File: config.mk
export PLATFORM = sky130hd
export DESIGN_NAME = matmul_stream
export DESIGN_NICKNAME = d
export VERILOG_FILES = /design/src/rtl/matmul_pkg.sv /design/src/rtl/matmul_mac_unit.sv /design/src/rtl/matmul_stream.sv
export SDC_FILE = /design/constraint.sdc
export NUM_CORES = 1
export LEC_CHECK = 0
export BUFFER_PORTS_ARGS = -buffer_cell sky130_fd_sc_hd__buf_2
export CELL_PAD_IN_SITES_DETAIL_PLACEMENT = 1
export CELL_PAD_IN_SITES_GLOBAL_PLACEMENT = 2
export CORE_MARGIN = 5
export CORE_UTILIZATION = 38
export DETAILED_ROUTE_END_ITERATION = 12
export GPL_ROUTABILITY_DRIVEN = 0
export PLACE_DENSITY_LB_ADDON = 0.05
export SYNTH_ARGS = -nofsm -noshare
export SYNTH_HDL_FRONTEND = slang
export SYNTH_HIERARCHICAL = 1
export SYNTH_SLANG_ARGS = --single-unit
File: constraint.sdc
create_clock -name clk -period 5.7 [get_ports clk]
set_input_delay 0.57 -clock clk [delete_from_list [all_inputs] [get_ports clk]]
set_output_delay 0.57 -clock clk [all_outputs]
set_load 0.03 [all_outputs]
File: src/rtl/matmul_pkg.sv
// rtl/matmul_pkg.sv - shared types and helpers for the streaming matrix multiplier
// Purpose: FSM state encoding, width derivation functions and the flat index helper.
// Ports: none (package).
package matmul_pkg;

  localparam logic [2:0] S_IDLE    = 3'd0;
  localparam logic [2:0] S_LOAD_W  = 3'd1;
  localparam logic [2:0] S_LOAD_X  = 3'd2;
  localparam logic [2:0] S_COMPUTE = 3'd3;
  localparam logic [2:0] S_EMIT    = 3'd4;

  typedef enum logic [2:0] {
    ST_IDLE    = S_IDLE,
    ST_LOAD_W  = S_LOAD_W,
    ST_LOAD_X  = S_LOAD_X,
    ST_COMPUTE = S_COMPUTE,
    ST_EMIT    = S_EMIT
  } state_t;

  function automatic int dim_width(input int max_dim);
    return $clog2(max_dim + 1);
  endfunction

  // Worst case sum of max_dim products of two full-scale operands.
  function automatic int acc_width(input int data_w, input int max_dim);
    return 2 * data_w + $clog2(max_dim);
  endfunction

  function automatic int flat_index(input int row, input int col, input int cols);
    return row * cols + col;
  endfunction

endpackage

File: src/rtl/matmul_mac_unit.sv
// rtl/matmul_mac_unit.sv - registered multiply-accumulate with load/accumulate select
// Purpose: acc <= a*b when load, acc <= acc + a*b otherwise, only while en.
// Ports: clk, clear (sync active-high), en, load, a/b (DATA_W operands), acc (ACC_W result).
module mac_unit #(
  parameter int DATA_W = 4,
  parameter int ACC_W  = 10
) (
  input  logic              clk,
  input  logic              clear,
  input  logic              en,
  input  logic              load,
  input  logic [DATA_W-1:0] a,
  input  logic [DATA_W-1:0] b,
  output logic [ACC_W-1:0]  acc
);

  logic [2*DATA_W-1:0] prod;
  logic [ACC_W-1:0]    prod_ext;

  assign prod     = a * b;
  assign prod_ext = ACC_W'(prod);

  always_ff @(posedge clk) begin
    if (clear) begin
      acc <= '0;
    end else if (en) begin
      acc <= load ? prod_ext : acc + prod_ext;
    end
  end

endmodule

File: src/rtl/matmul_stream.sv
// rtl/matmul_stream.sv - streaming W*X matrix multiplier with a single sequential MAC
// Purpose: loads W (row-major) then X (column-major) over data_in, emits W*X row-major.
// Ports: clk, clear (sync active-high); start + row_w/col_w/row_x/col_x job request;
//        in_valid/in_ready/data_in load stream; out_valid/out_ready/out_data/out_row/
//        out_col/out_last result stream; busy, done, err status.
module matmul_stream
  import matmul_pkg::*;
#(
  parameter int DATA_W  = 4,
  parameter int MAX_DIM = 3,
  parameter int DIM_W   = dim_width(MAX_DIM),
  parameter int ACC_W   = acc_width(DATA_W, MAX_DIM)
) (
  input  logic              clk,
  input  logic              clear,
  input  logic              start,
  input  logic [DIM_W-1:0]  row_w,
  input  logic [DIM_W-1:0]  col_w,
  input  logic [DIM_W-1:0]  row_x,
  input  logic [DIM_W-1:0]  col_x,
  input  logic              in_valid,
  output logic              in_ready,
  input  logic [DATA_W-1:0] data_in,
  output logic              out_valid,
  input  logic              out_ready,
  output logic [ACC_W-1:0]  out_data,
  output logic [DIM_W-1:0]  out_row,
  output logic [DIM_W-1:0]  out_col,
  output logic              out_last,
  output logic              busy,
  output logic              done,
  output logic              err
);

  localparam int MEM_D  = MAX_DIM * MAX_DIM;
  localparam int ADDR_W = $clog2(MEM_D + 1);

  state_t            state;
  logic [DIM_W-1:0]  row_w_q, col_w_q, row_x_q, col_x_q;
  logic [DIM_W-1:0]  i, j, k;
  logic [ADDR_W-1:0] cnt, w_last, x_last, w_addr, x_addr;
  logic [DATA_W-1:0] w_mem [MEM_D];
  logic [DATA_W-1:0] x_mem [MEM_D];
  logic              dims_ok, elem_last, k_last, mac_en, mac_load;
  logic [ACC_W-1:0]  acc;

  assign dims_ok = (row_w != '0) && (col_w != '0) && (row_x != '0) && (col_x != '0) &&
                   (int'(row_w) <= MAX_DIM) && (int'(col_w) <= MAX_DIM) &&
                   (int'(row_x) <= MAX_DIM) && (int'(col_x) <= MAX_DIM) &&
                   (col_w == row_x);

  assign w_last = ADDR_W'(int'(row_w_q) * int'(col_w_q) - 1);
  assign x_last = ADDR_W'(int'(row_x_q) * int'(col_x_q) - 1);

  // W is stored row-major and X column-major exactly as they arrive, so the
  // load counter doubles as the write address.
  assign w_addr = ADDR_W'(flat_index(int'(i), int'(k), int'(col_w_q)));
  assign x_addr = ADDR_W'(flat_index(int'(j), int'(k), int'(row_x_q)));

  assign k_last    = (k == col_w_q - DIM_W'(1));
  assign elem_last = (i == row_w_q - DIM_W'(1)) && (j == col_x_q - DIM_W'(1));
  assign mac_en    = (state == ST_COMPUTE);
  assign mac_load  = (k == '0);

  always_ff @(posedge clk) begin
    if (in_valid && in_ready && state == ST_LOAD_W) w_mem[cnt] <= data_in;
    if (in_valid && in_ready && state == ST_LOAD_X) x_mem[cnt] <= data_in;
  end

  mac_unit #(.DATA_W(DATA_W), .ACC_W(ACC_W)) u_mac (
    .clk   (clk),
    .clear (clear),
    .en    (mac_en),
    .load  (mac_load),
    .a     (w_mem[w_addr]),
    .b     (x_mem[x_addr]),
    .acc   (acc)
  );

  // acc only moves in COMPUTE, so it is stable for the whole EMIT hold.
  assign out_data = acc;
  assign out_row  = i;
  assign out_col  = j;

  always_ff @(posedge clk) begin
    if (clear) begin
      state     <= ST_IDLE;
      in_ready  <= 1'b0;
      out_valid <= 1'b0;
      out_last  <= 1'b0;
      busy      <= 1'b0;
      done      <= 1'b0;
      err       <= 1'b0;
      i         <= '0;
      j         <= '0;
      k         <= '0;
      cnt       <= '0;
      row_w_q   <= '0;
      col_w_q   <= '0;
      row_x_q   <= '0;
      col_x_q   <= '0;
    end else begin
      done <= 1'b0;
      err  <= 1'b0;
      case (state)
        ST_IDLE: begin
          if (start) begin
            if (dims_ok) begin
              row_w_q  <= row_w;
              col_w_q  <= col_w;
              row_x_q  <= row_x;
              col_x_q  <= col_x;
              cnt      <= '0;
              in_ready <= 1'b1;
              busy     <= 1'b1;
              state    <= ST_LOAD_W;
            end else begin
              err <= 1'b1;
            end
          end
        end
        ST_LOAD_W: begin
          if (in_valid) begin
            if (cnt == w_last) begin
              cnt   <= '0;
              state <= ST_LOAD_X;
            end else begin
              cnt <= cnt + ADDR_W'(1);
            end
          end
        end
        ST_LOAD_X: begin
          if (in_valid) begin
            if (cnt == x_last) begin
              cnt      <= '0;
              in_ready <= 1'b0;
              i        <= '0;
              j        <= '0;
              k        <= '0;
              state    <= ST_COMPUTE;
            end else begin
              cnt <= cnt + ADDR_W'(1);
            end
          end
        end
        ST_COMPUTE: begin
          if (k_last) begin
            out_valid <= 1'b1;
            out_last  <= elem_last;
            state     <= ST_EMIT;
          end else begin
            k <= k + DIM_W'(1);
          end
        end
        ST_EMIT: begin
          if (out_ready) begin
            out_valid <= 1'b0;
            out_last  <= 1'b0;
            k         <= '0;
            if (elem_last) begin
              i     <= '0;
              j     <= '0;
              busy  <= 1'b0;
              done  <= 1'b1;
              state <= ST_IDLE;
            end else begin
              if (j == col_x_q - DIM_W'(1)) begin
                j <= '0;
                i <= i + DIM_W'(1);
              end else begin
                j <= j + DIM_W'(1);
              end
              state <= ST_COMPUTE;
            end
          end
        end
        default: state <= ST_IDLE;
      endcase
    end
  end

endmodule

== Word level (Yosys, flattened, before mapping) ==
Memory sizes are Yosys's and may differ from the RTL's.
Cells that the tools add are included.

* Register bits: 37
* Bits in latches: 0
* Memory bits (writable): 72
* ROM bits: 0
* Output and inout port bits: 20
* Memories kept: 2

* Add/subtract/negate cells: 12
* Multipliers: 5
* Divide/modulo/power cells: 0
* Magnitude comparators: 0
* Equal/unequal tests: 21
* Shift-type cells: 0
* Muxes and demuxes: 50
* Bitwise logic cells: 4
* Reductions and logical operators: 31

{| class="wikitable"
|+ Memory list
! memory !! words !! width !! read ports !! clocked after Yosys merged registers in !! wr ports !! line !! text
|-
| w_mem || 9 || 4 || 1 || 0 || 1 || matmul_stream.sv:42 || <nowiki>logic [DATA_W-1:0] w_mem [MEM_D];</nowiki>
|-
| x_mem || 9 || 4 || 1 || 0 || 1 || matmul_stream.sv:43 || <nowiki>logic [DATA_W-1:0] x_mem [MEM_D];</nowiki>
|}

{| class="wikitable"
|+ Operators by type and width
! kind !! count
|-
| AND reduction 5 bit || 5
|-
| 2-to-1 mux 3 bit || 8
|-
| 2-to-1 mux 4 bit || 6
|-
| 2-to-1 mux 2 bit || 11
|-
| multiplier 2 x 2 -> 4 bit || 4
|-
| inequality test 2 bit (second input constant) || 8
|-
| nonzero test 2 bit || 8
|-
| 2-to-1 mux 1 bit || 15
|-
| case mux 3 bit (5 select lines) || 1
|-
| case mux 4 bit (3 select lines) || 1
|-
| adder 10 x 8 -> 10 bit || 1
|-
| 2-to-1 mux 10 bit || 1
|-
| adder 4 x 2 -> 4 bit || 2
|-
| equality test 2 bit || 4
|-
| equality test 4 bit || 2
|-
| logical AND 1 bit || 8
|-
| multiplier 4 x 4 -> 8 bit || 1
|-
| case mux 1 bit (2 select lines) || 4
|-
| case mux 2 bit (2 select lines) || 2
|-
| AND reduction 8 bit || 1
|-
| subtractor 4 x 1 -> 4 bit (second input constant) || 2
|-
| adder 2 x 1 -> 2 bit (second input constant) || 3
|-
| equality test 3 x 2 -> 1 bit (second input constant) || 2
|-
| case mux 2 bit (3 select lines) || 1
|-
| 13 further kinds || 22
|}

== Depth between registers and ports, before layout ==
Gate-level depths: netlist of run 1.

* Depth after elaboration: 8
* Depth in mapped cells: 24

== Modules after synthesis ==
Netlist of run 1, hierarchy kept.

{| class="wikitable"
|+ Modules (own cells, without submodules)
! module !! times used !! cells each !! area an instance (µm²)
|-
| matmul_stream || 1 || 374 || 4769.6
|-
| mac_unit || 1 || 156 || 1343.8
|}

== Worst setup path after synthesis of run 1 ==
OpenSTA, ideal clock, no wires.

* Path type: register to register
* Start: reg j[0] (netlist: out_col[0])
* End: reg u_mac.acc[9]
* Library setup time: 120 ps
* Arrival time: 5686 ps
* Required time: 5580 ps
* Path slack: -105 ps
* Stages on the path, launching flop included: 24
* Buffers on the path: 1
* Clock period less this slack: 5805 ps
* Cells stage by stage: dfxtp_1 nand2_1 fa_1 inv_1 ha_1 fa_1 clkbuf_1 mux2i_1 o21ai_0 nand2_1 fa_1 inv_1 fa_1 inv_1 fa_1 nor2b_1 o21a_1 o21ai_0 and2_1 ha_1 a21o_1 a21oi_1 a211oi_1 a211o_1

* Word-level cells in the longest chain between the ends: 6

{| class="wikitable"
|+ RTL lines
! item !! line !! text
|-
| start: declaration || matmul_stream.sv:40 || <nowiki>logic [DIM_W-1:0] i, j, k;</nowiki>
|-
| start signal: assignment || matmul_stream.sv:171 || <nowiki>j <= j + DIM_W'(1);</nowiki>
|-
| multiplier 2 x 2 -> 4 bit || matmul_pkg.sv:30 || <nowiki>return row * cols + col;</nowiki>
|-
| adder 4 x 2 -> 4 bit || matmul_pkg.sv:30 ||
|-
| memory (9 x 4 bit) || -- ||
|-
| multiplier 4 x 4 -> 8 bit || matmul_mac_unit.sv:20 || <nowiki>assign prod = a * b;</nowiki>
|-
| adder 10 x 8 -> 10 bit || matmul_mac_unit.sv:27 || <nowiki>acc <= load ? prod_ext : acc + prod_ext;</nowiki>
|-
| 2-to-1 mux 10 bit || matmul_mac_unit.sv:27 ||
|-
| end signal: assignment || matmul_mac_unit.sv:27 ||
|-
| end: declaration || matmul_mac_unit.sv:14 || <nowiki>output logic [ACC_W-1:0] acc</nowiki>
|}

Every way passes these cells.
A chain may end at the register's enable or synchronous reset.

== Final worst setup path of run 1 ==
* Start: reg k[1]
* End: reg u_mac.acc[7]

* Word-level cells in the longest chain between the ends: 5
* Elaborated cells on any way between the ends: 8
* Classes of those cells: 3 x add/sub; 1 x mul; 1 x mux; 1 x reduce/logical; 2 x memory

{| class="wikitable"
|+ RTL lines
! item !! line !! text
|-
| start: declaration || matmul_stream.sv:40 ||
|-
| start signal: assignment || matmul_stream.sv:152 || <nowiki>k <= k + DIM_W'(1);</nowiki>
|-
| adder 4 x 2 -> 4 bit || matmul_pkg.sv:30 ||
|-
| memory (9 x 4 bit), on equally long branches || -- ||
|-
| multiplier 4 x 4 -> 8 bit || matmul_mac_unit.sv:20 ||
|-
| adder 10 x 8 -> 10 bit || matmul_mac_unit.sv:27 ||
|-
| 2-to-1 mux 10 bit (*) || matmul_mac_unit.sv:27 ||
|}

Every way passes the cells marked *; elsewhere a longest branch is shown, timed or not.

==> summary.txt, run 1 <==
status - finished, final reports clean
final hold slack - 0.4592 ns
FMAX - 0.1818 GHz
final period demand of the worst path - 5.499 ns
wire per inst - 19.15 um
Core Area - 15830 um^2
CP peak stage delay - 0.63 ns
GR Util All Layers - 0.1770
DRT iter0 DRCs - 270
area share of the largest cell type after synthesis - 0.3537
vias in the first global route - 4599
Yosys top cell by area - edfxtp_1
CP Cell Sequence - inv_2, buf_6, fa_1, inv_1, ha_2, fa_2, mux2i_2, o21ai_2, nand2_4, fa_1, inv_2, fa_1, inv_1, fa_2, nor2b_2, o21a_1, or3_4, and2_4, ha_4, a21o_1, a21o_1, nor2_1, nand4_1, o2111a_1
RSZ-0062 raised after global routing - yes
PortBufs - 36
register bit total from synthesis - 109
wirelength, routed - 15760 um
Synth warnings - 6
max_slew headroom - 0.2914
most frequent cells in the layout - edfxtp_1, nand2_1, buf_4
total clock sinks - 109
initial antenna violation count - 0
# rows - 46
async set or reset register ratio after synthesis - 0
DR vias - 4336
Distinct cells, synth - 72
initial core utilization - 0.3862
CP Data Required Time - 5.95 ns
sequential area share after synthesis - 0.4748
ratio of total power to cell area - 218.3 nW/um^2
Remaining DRCs - 0
n_diodes - 0
fin. max-slew vios - 0
period utilization - 0.9648
Hold Buf Count CTS - 0
CP Launch Point - k[1]
commonest non-fill, non-tap cell in the layout - edfxtp_1
root buf cell - clkbuf_16
largest driver fanout on the critical path - 6
Worst Hold Class - reg -> reg
global-route wire length before repair - 25300 um
CP bufs+invs - 5
CP top delay family - adder cells
layout cell share with drive strength beyond 1 - 0.2834
DR vias/cell - 5.269
H-tree levels - 3
Post-synth EDFFs - 72
final hold violations - 0
Clock Skews - 0.01186 ns
type of origin of the critical path - register
hold path startpoint - out_valid
Mean Syn Cell Area - 11.53 um^2
Worst IR Drop VDD - 0.1262 mV
Mapped Nets - 592
post-DP HPWL - 11860 um
Lkg Pwr - 2.747 nW
total power - 0.001597 W
layout overhead on the synthesized area - 19.67%
ranking of synthesized cells by area - edfxtp_1, dfxtp_1, ha_1
Clock Path Buffers - 2
critical path class - reg -> reg
Die H - 136.8 um
I/O pins - 37
Finish-stage setup viols - 0
pin count of the biggest net entering global routing - 37
max cap viols - 0
total grt overflow - 0
nets - 664
Detailed Routing Iterations Pass 1 - 4
CTS Buf Count - 9
Die Footprint - 18720 um^2
Die Width - 136.8 um
worst r2r src - k[1]
slowest cell on the critical path - fa_2
Cell Area, Synth - 6113 um^2
crit path DAT - 5.75 ns
CTS tree - yes
crit-path most repeated cell - fa_1
worst skew pair latency - 0.35 ns
Mapped Cells - 530
Top FF cell, synth - edfxtp_1
Tightest Pin Transition - 1.055 ns
DRT antenna net count - 0
crit path capture type - register
register clock-pin slew on the reported worst setup and hold paths - 0.08 ns
[repair_timing]
item                       CTS  global route
setup endpoints to repair    6             6
pin swaps                   10            34
setup buffers                2             3
resized for setup           13            40
[worst paths after layout]
path                                     end  slack, ns  cells after the start
worst max-delay path            u_mac/acc[7]       0.20                     24
worst max register to register  u_mac/acc[7]       0.20                     24
worst min-delay path               out_valid       0.46                      2
worst min register to register     out_valid       0.46                      2
[per-stage QoR]
stage          cells  setup slack [ns]  setup TNS, ns  cell area [um^2]    util
6_report         823            0.2009              0              7316  0.4622
5_1_grt          823           -0.1188        -0.1782              7316  0.4622
4_1_cts          821          0.001880              0              7133  0.4507
3_5_place_dp     803           -0.3086         -1.522              6761  0.4272
3_3_place_gp     803           -0.2736         -1.180              6761  0.4272
2_1_floorplan    530           0.04712              0              6118       -
[sequential cells by signal (all words and copies together), names as in the netlist, 3 cells and up]
register / count
x_mem: 36
state: 3
cnt: 4
u_mac/acc: 10
w_mem: 36
[layer usage]
metal | up-vias | share of wire | GRT usage
met5 | - | 0 | 0
met4 | 0 | 0.016 | 0.05322
met3 | 17 | 0.026 | 0.02243
met2 | 71 | 0.50 | 0.2998
met1 | 2157 | 0.46 | 0.2380
li1 | 2091 | - | -
[report_power, final]
| part | internal [W] | total, W | switching (W) |
|---|---|---|---|
| registers | 0.000845 | 0.000853 | 0.00000766 |
| logic | 0.0000304 | 0.0000836 | 0.0000532 |
| clock network | 0.000350 | 0.000661 | 0.000311 |
[cells in the mapped netlist, types with 2 or more instances]
library cell,n
edfxtp_1,72
nand2_1,59
dfxtp_1,37
ha_1,34
and2_1,31
nor2_1,28
inv_1,25
a21oi_1,21
o21ai_0,19
mux2i_1,16
mux4_2,16
xnor2_1,13
fa_1,11
and3_1,10
nand2b_1,10
a211oi_1,9
nor3_1,9
clkbuf_1,8
nand4_1,8
nor3b_1,6
a21o_1,5
nand3_1,5
nor2b_1,5
xor2_1,5
buf_2,4
a31oi_1,3
buf_6,3
clkbuf_8,3
o21a_1,3
or2_2,3
or3_1,3
a211o_1,2
a21oi_2,2
o2111ai_1,2
o211ai_1,2
o41ai_1,2
[cell type report]
class	count	area, um^2
inverters	25	93.84
flip-flops and latches	109	2913
clock buffers	9	225.2
fillers	1697	8512
clock inverters	7	86.33
repair buffers	79	531.8
well taps	216	270.3
multi-input cells	378	3196
[tightest hold or removal path, cell delays in order (launching register included)]
cell and delay, ns:
dfxtp_1 0.31, nand2_1 0.05, a21oi_1 0.05
[logic make-up (layout without fill, tap and decap cells)]
family	count (synthesis)	in the layout	share of synthesized area
flops	109	109	0.4748
compound gates	93	93	0.1062
simple gates	188	188	0.1613
mux	33	33	0.08883
xor+xnor	18	18	0.02579
buf+inv	43	120	0.03582
fa+ha+maj	46	46	0.1072
(Power assumes the default switching activity.)
==> run 2: changes to the inputs <==
- CORE_UTILIZATION: 38 -> 42
- clock period: 5.7 -> 5.12 ns (I/O delays scaled with it)
==> summary.txt, run 2 (synthesis gave the netlist of run 1 again) <==
status - complete, but fails checks
failing checks - setup timing
crit path capture type - register
Hold Buf Count CTS - 0 (unchanged)
final hold slack - 0.3932 ns (-0.06600 ns)
Detailed Routing Iterations Pass 1 - 4 (unchanged)
final period demand of the worst path - 5.479 ns (-0.01973 ns)
FMAX - 0.1825 GHz (+0.36%)
H-tree levels - 3 (unchanged)
Clock Path Buffers - 2 (unchanged)
post-DP HPWL - 11830 um (-0.25%)
Worst IR Drop VDD - 0.1432 mV (+13%)
total grt overflow - 0 (unchanged)
CTS Buf Count - 9 (unchanged)
PortBufs - 36 (unchanged)
Finish-stage setup viols - 6 (+6)
wire per inst - 19.83 um (+3.6%)
I/O pins - 37 (unchanged)
type of origin of the critical path - register
pin count of the biggest net entering global routing - 37 (unchanged)
switching power - 0.0004215 W (+13%)
Sw Share - 0.2359 (+0.003162)
critical path class - reg -> reg
Final WS setup - -0.3594 ns (-0.5603 ns)
Largest regs - w_mem x36, x_mem x36, u_mac/acc x10
Internal - 0.001365 W (+11%)
clock power share - 0.416 (+0.002)
max cap viols - 0 (unchanged)
crit path DAT - 5.75 ns (about the same)
worst skew pair latency - 0.36 ns (about the same)
register clock-pin slew on the reported worst setup and hold paths - 0.08 ns (about the same)
layout overhead on the synthesized area - 21.39%
final hold violations - 0 (unchanged)
Remaining DRCs - 0 (unchanged)
layout cell share with drive strength beyond 1 - 0.2971 (+0.01372)
period utilization - 1.070 (+0.1054)
RSZ-0062 raised after global routing - yes
Combinational Power Share - 0.054 (+0.002)
vias in the first global route - 4634 (+0.76%)
root buf cell - clkbuf_16
CP Data Required Time - 5.39 ns (-0.56 ns)
GR Util All Layers - 0.1965 (+0.01950)
ratio of total power to cell area - 240.8 nW/um^2 (+10%)
total power - 0.001787 W (+12%)
largest driver fanout on the critical path - 3 (-3)
Post-Place Cells - 773 (-3.7%)
max_slew headroom - 0.2936 (+0.002252)
Die Width - 130.6 um (-4.5%)
DRT antenna net count - 0 (unchanged)
Die Footprint - 17070 um^2 (-8.8%)
most frequent cells in the layout - edfxtp_1, nand2_1, buf_4
wirelength, routed - 15870 um (+0.66%)
Lkg Pwr - 2.790 nW (+1.5%)
initial core utilization - 0.4238 (+0.03759)
global-route wire length before repair - 25500 um (+0.82%)
Clock Skews - 0.01152 ns (-0.0003461 ns)
Die H - 130.6 um (-4.5%)
Flop pwr share - 0.530 (-0.004)
initial antenna violation count - 0 (unchanged)
fin. max-slew vios - 0 (unchanged)
DR vias - 4375 (+0.90%)
n_diodes - 0 (unchanged)
DR vias/cell - 5.469 (+3.8%)
commonest non-fill, non-tap cell in the layout - edfxtp_1
Worst Hold Class - in -> reg
Tightest Pin Transition - 1.051 ns (-0.003352 ns)
nets - 673 (+1.4%)
total clock sinks - 109 (unchanged)
Core Area - 14420 um^2 (-8.9%)
non-filler cells, final - 800 (-2.8%)
DRT iter0 DRCs - 248 (-8.1%)
# rows - 44 (-4.3%)
CTS tree - yes
## run 2: cell count changes in the layout (fill, tap and decap cells not counted), moves of 3 or more
cell | before | now
buf_4 | 40 | 44
buf_6 | 1 | 6
dfxtp_1 | 29 | 32
dfxtp_2 | 8 | 1
dfxtp_4 | 0 | 4
mux2i_2 | 3 | 0
o21ai_0 | 11 | 8
## run 2: worst max-delay path, cell delays in order (launching register included)
cell and delay [ns]:
dfxtp_2 0.34, inv_2 0.05, buf_6 0.11, fa_1 0.51
inv_2 0.05, ha_4 0.15, fa_2 0.46, buf_4 0.17
mux2i_4 0.18, o21ai_2 0.15, nand2_1 0.09, fa_1 0.51
inv_1 0.06, fa_2 0.57, inv_2 0.05, fa_2 0.41
buf_6 0.14, xnor2_4 0.12, ha_4 0.29, buf_6 0.10
nand2_4 0.04, a21oi_4 0.16, nor3_2 0.05, or3b_4 0.37
a311oi_2 0.26
## run 2: final timing paths
kind                            depth (start not counted)  startpoint  slack, ns           end
worst min register to register                          2   out_valid       0.47     out_valid
worst min-delay path                                    3    row_w[0]       0.39    row_w_q[0]
worst max-delay path                                   24        k[1]      -0.36  u_mac/acc[5]
worst max register to register                         24        k[1]      -0.36  u_mac/acc[5]
## run 2: power groups by stage
stage / clock network, W / registers (W) / logic [W]
floorplan: 0 / 0.000967 / 0.0000506
global placement: 0 / 0.000967 / 0.0000884
detailed placement: 0 / 0.000967 / 0.0000911
CTS: 0.000762 / 0.000947 / 0.0000950
global route: 0.000803 / 0.000948 / 0.000106
finish: 0.000743 / 0.000947 / 0.0000966
## run 2: stage by stage
step | util | setup slack [ns] | instance area (um^2) | setup TNS (ns)
5_1_grt | 0.5145 | -0.5543 | 7421 | -3.081
3_5_place_dp | 0.4711 | -0.5008 | 6795 | -2.792
4_1_cts | 0.5049 | -0.3656 | 7283 | -1.875
3_3_place_gp | 0.4711 | -0.4176 | 6795 | -2.236
6_report | 0.5145 | -0.3594 | 7421 | -1.813
2_1_floorplan | - | -0.1200 | 6197 | -0.3116
## run 2: area by class of cell
class | count | area (um^2)
sequential | 109 | 2919
inverter | 25 | 93.84
clock inverter | 7 | 86.33
clock buffer | 9 | 225.2
timing repair buffer | 88 | 618.1
fill | 1543 | 7003
tap | 184 | 230.2
multi-input combinational | 378 | 3248
## run 2: what timing repair did
item	CTS	global route
gates resized for setup	34	18
pin swaps	34	17
setup endpoints to repair	7	7
buffers inserted	7	4
## run 2: routing by layer
layer / GRT usage / vias to the layer above / part of all wire
li1: - / 2107 / -
met1: 0.2627 / 2201 / 0.46
met2: 0.3332 / 52 / 0.50
met4: 0.06171 / 0 / 0.016
met3: 0.02602 / 15 / 0.031
met5: 0 / - / 0
==> run 3: changes to the inputs <==
- clock period: 5.12 -> 5.95 ns (I/O delays scaled with it)
==> summary.txt, run 3 (synthesis gave the netlist of run 1 again) <==
CP Data Required Time - 6.16 ns (+0.77 ns)
pin count of the biggest net entering global routing - 37 (unchanged)
commonest non-fill, non-tap cell in the layout - edfxtp_1
nets - 640 (-4.9%)
Die H - 130.6 um (unchanged)
critical path class - reg -> reg
Finish-stage setup viols - 0 (-6)
DR vias - 4256 (-2.7%)
DR vias/cell - 5.556 (+1.6%)
ratio of total power to cell area - 220.8 nW/um^2 (-8.3%)
most frequent cells in the layout - edfxtp_1, nand2_1, dfxtp_1
crit path DAT - 5.94 ns (+0.19 ns)
Final Util - 0.4768 (-0.03765)
final hold violations - 0 (unchanged)
wire per inst - 19.60 um (-1.2%)
M1 GR Usage - 0.2505 (-0.01218)
CTS tree - yes
post-DP HPWL - 11440 um (-3.3%)
Fillers - 1563 (+1.3%)
Die Width - 130.6 um (unchanged)
GR Util All Layers - 0.1861 (-0.01048)
FMAX - 0.1746 GHz (-4.3%)
Lkg Pwr - 2.586 nW (-7.3%)
Clock Path Buffers - 2 (unchanged)
largest driver fanout on the critical path - 4 (+1)
global-route wire length before repair - 24300 um (-4.7%)
initial antenna violation count - 0 (unchanged)
fin. max-slew vios - 0 (unchanged)
DRT antenna net count - 0 (unchanged)
Die Footprint - 17070 um^2 (unchanged)
total clock sinks - 109 (unchanged)
FF-to-FF setup slack - 0.22 ns (+0.58 ns)
GRT met3 Usage - 0.03293 (+0.006911)
PortBufs - 36 (unchanged)
DRT iter0 DRCs - 203 (-18%)
wirelength, routed - 15010 um (-5.4%)
layout cell share with drive strength beyond 1 - 0.1873 (-0.1098)
GR peak layer - met2
worst skew pair latency - 0.35 ns (about the same)
Hold Buf Count CTS - 0 (unchanged)
register clock-pin slew on the reported worst setup and hold paths - 0.08 ns (about the same)
total power - 0.001519 W (-15%)
H-tree levels - 3 (unchanged)
max cap viols - 0 (unchanged)
Tightest Pin Transition - 0.9417 ns (-0.1098 ns)
crit path capture type - register
Worst Hold Class - reg -> reg
# rows - 44 (unchanged)
type of origin of the critical path - register
status - finished, final reports clean
root buf cell - clkbuf_16
I/O pins - 37 (unchanged)
max_slew headroom - 0.3674 (+0.07377)
initial core utilization - 0.4238 (unchanged)
Core Area - 14420 um^2 (unchanged)
final period demand of the worst path - 5.726 ns (+0.2464 ns)
Detailed Routing Iterations Pass 1 - 6 (+2)
Worst IR Drop VDD - 0.1260 mV (-12%)
period utilization - 0.9623 (-0.1079)
met2 usage - 0.3068 (-0.02642)
layout overhead on the synthesized area - 12.51%
Largest regs - w_mem x36, x_mem x36, u_mac/acc x10
n_diodes - 0 (unchanged)
Remaining DRCs - 0 (unchanged)
total grt overflow - 0 (unchanged)
Clock Skews - 0.004549 ns (-0.006969 ns)
vias in the first global route - 4569 (-1.4%)
CTS Buf Count - 9 (unchanged)
-- run 3: cell count changes in the layout (fill, tap and decap cells not counted), moves of 4 or more --
cell	before	now
o21ai_0	8	15
dfxtp_1	32	37
buf_4	44	19
dfxtp_4	4	0
ha_1	25	33
o21ai_1	7	3
buf_6	6	0
ha_4	7	1
-- run 3: power by group --
group	switching (W)	internal, W	total [W]
Sequential	0.00000712	0.000809	0.000816
Clock	0.000294	0.000333	0.000627
Combinational	0.0000495	0.0000256	0.0000751
-- run 3: repair_timing --
item,in CTS,in global routing
pin swaps,0,4
endpoints found under the hold margin,0,0
endpoints found under the setup margin,4,5
gates resized for setup,3,9
setup buffers,0,2
-- run 3: path summary, 6_finish.rpt --
check / from / end / cells after the start
setup / recovery: k[1] / u_mac/acc[8] / 21
hold / removal: out_valid / out_valid / 2
setup reg to reg: k[1] / u_mac/acc[8] / 21
hold reg to reg: out_valid / out_valid / 2
-- run 3: cell type report --
type	count	area (um^2)	share of cell area
Tap cell	184	230.2	0.03347
Inverter	25	93.84	0.01364
Sequential cell	109	2903	0.4220
Clock inverter	6	82.58	0.01201
Timing Repair Buffer	55	322.8	0.04693
Multi-Input combinational cell	378	3020	0.4391
Clock buffer	9	225.2	0.03275
-- run 3: per-stage QoR --
stage / instances / hold slack (ns) / setup slack [ns] / instance area, um^2 / setup TNS (ns)
6_report: 766 / 0.4662 / 0.2242 / 6878 / 0
5_1_grt: 766 / 0.4942 / -0.03930 / 6878 / -0.03930
2_1_floorplan: 530 / 0.4702 / 0.1448 / 6113 / 0
3_3_place_gp: 749 / 0.4407 / 0.09375 / 6526 / 0
4_1_cts: 764 / 0.4730 / 0.03634 / 6837 / 0
3_5_place_dp: 749 / 0.4607 / -0.05630 / 6526 / -0.1386
-- run 3: worst max-delay path, cell delays in order, from the launching register on --
cell and delay [ns]:
dfxtp_1 0.36, inv_2 0.08, fa_1 0.53, inv_1 0.04, ha_1 0.21, fa_2 0.63
mux2i_1 0.10, o21ai_1 0.21, nand2_1 0.11, fa_1 0.54, inv_1 0.05, fa_1 0.50
ha_1 0.33, a21o_1 0.19, a21oi_2 0.17, xnor2_1 0.20, ha_1 0.30, or2_2 0.29
and3_1 0.20, a221oi_2 0.25, mux2i_1 0.21, a21oi_1 0.07
-- run 3: metal layers --
layer  up-vias  wire, um
met5         -         0
met3        19       393
met4         0       328
met2        53      7287
met1      2136      7003
li1       2048         -
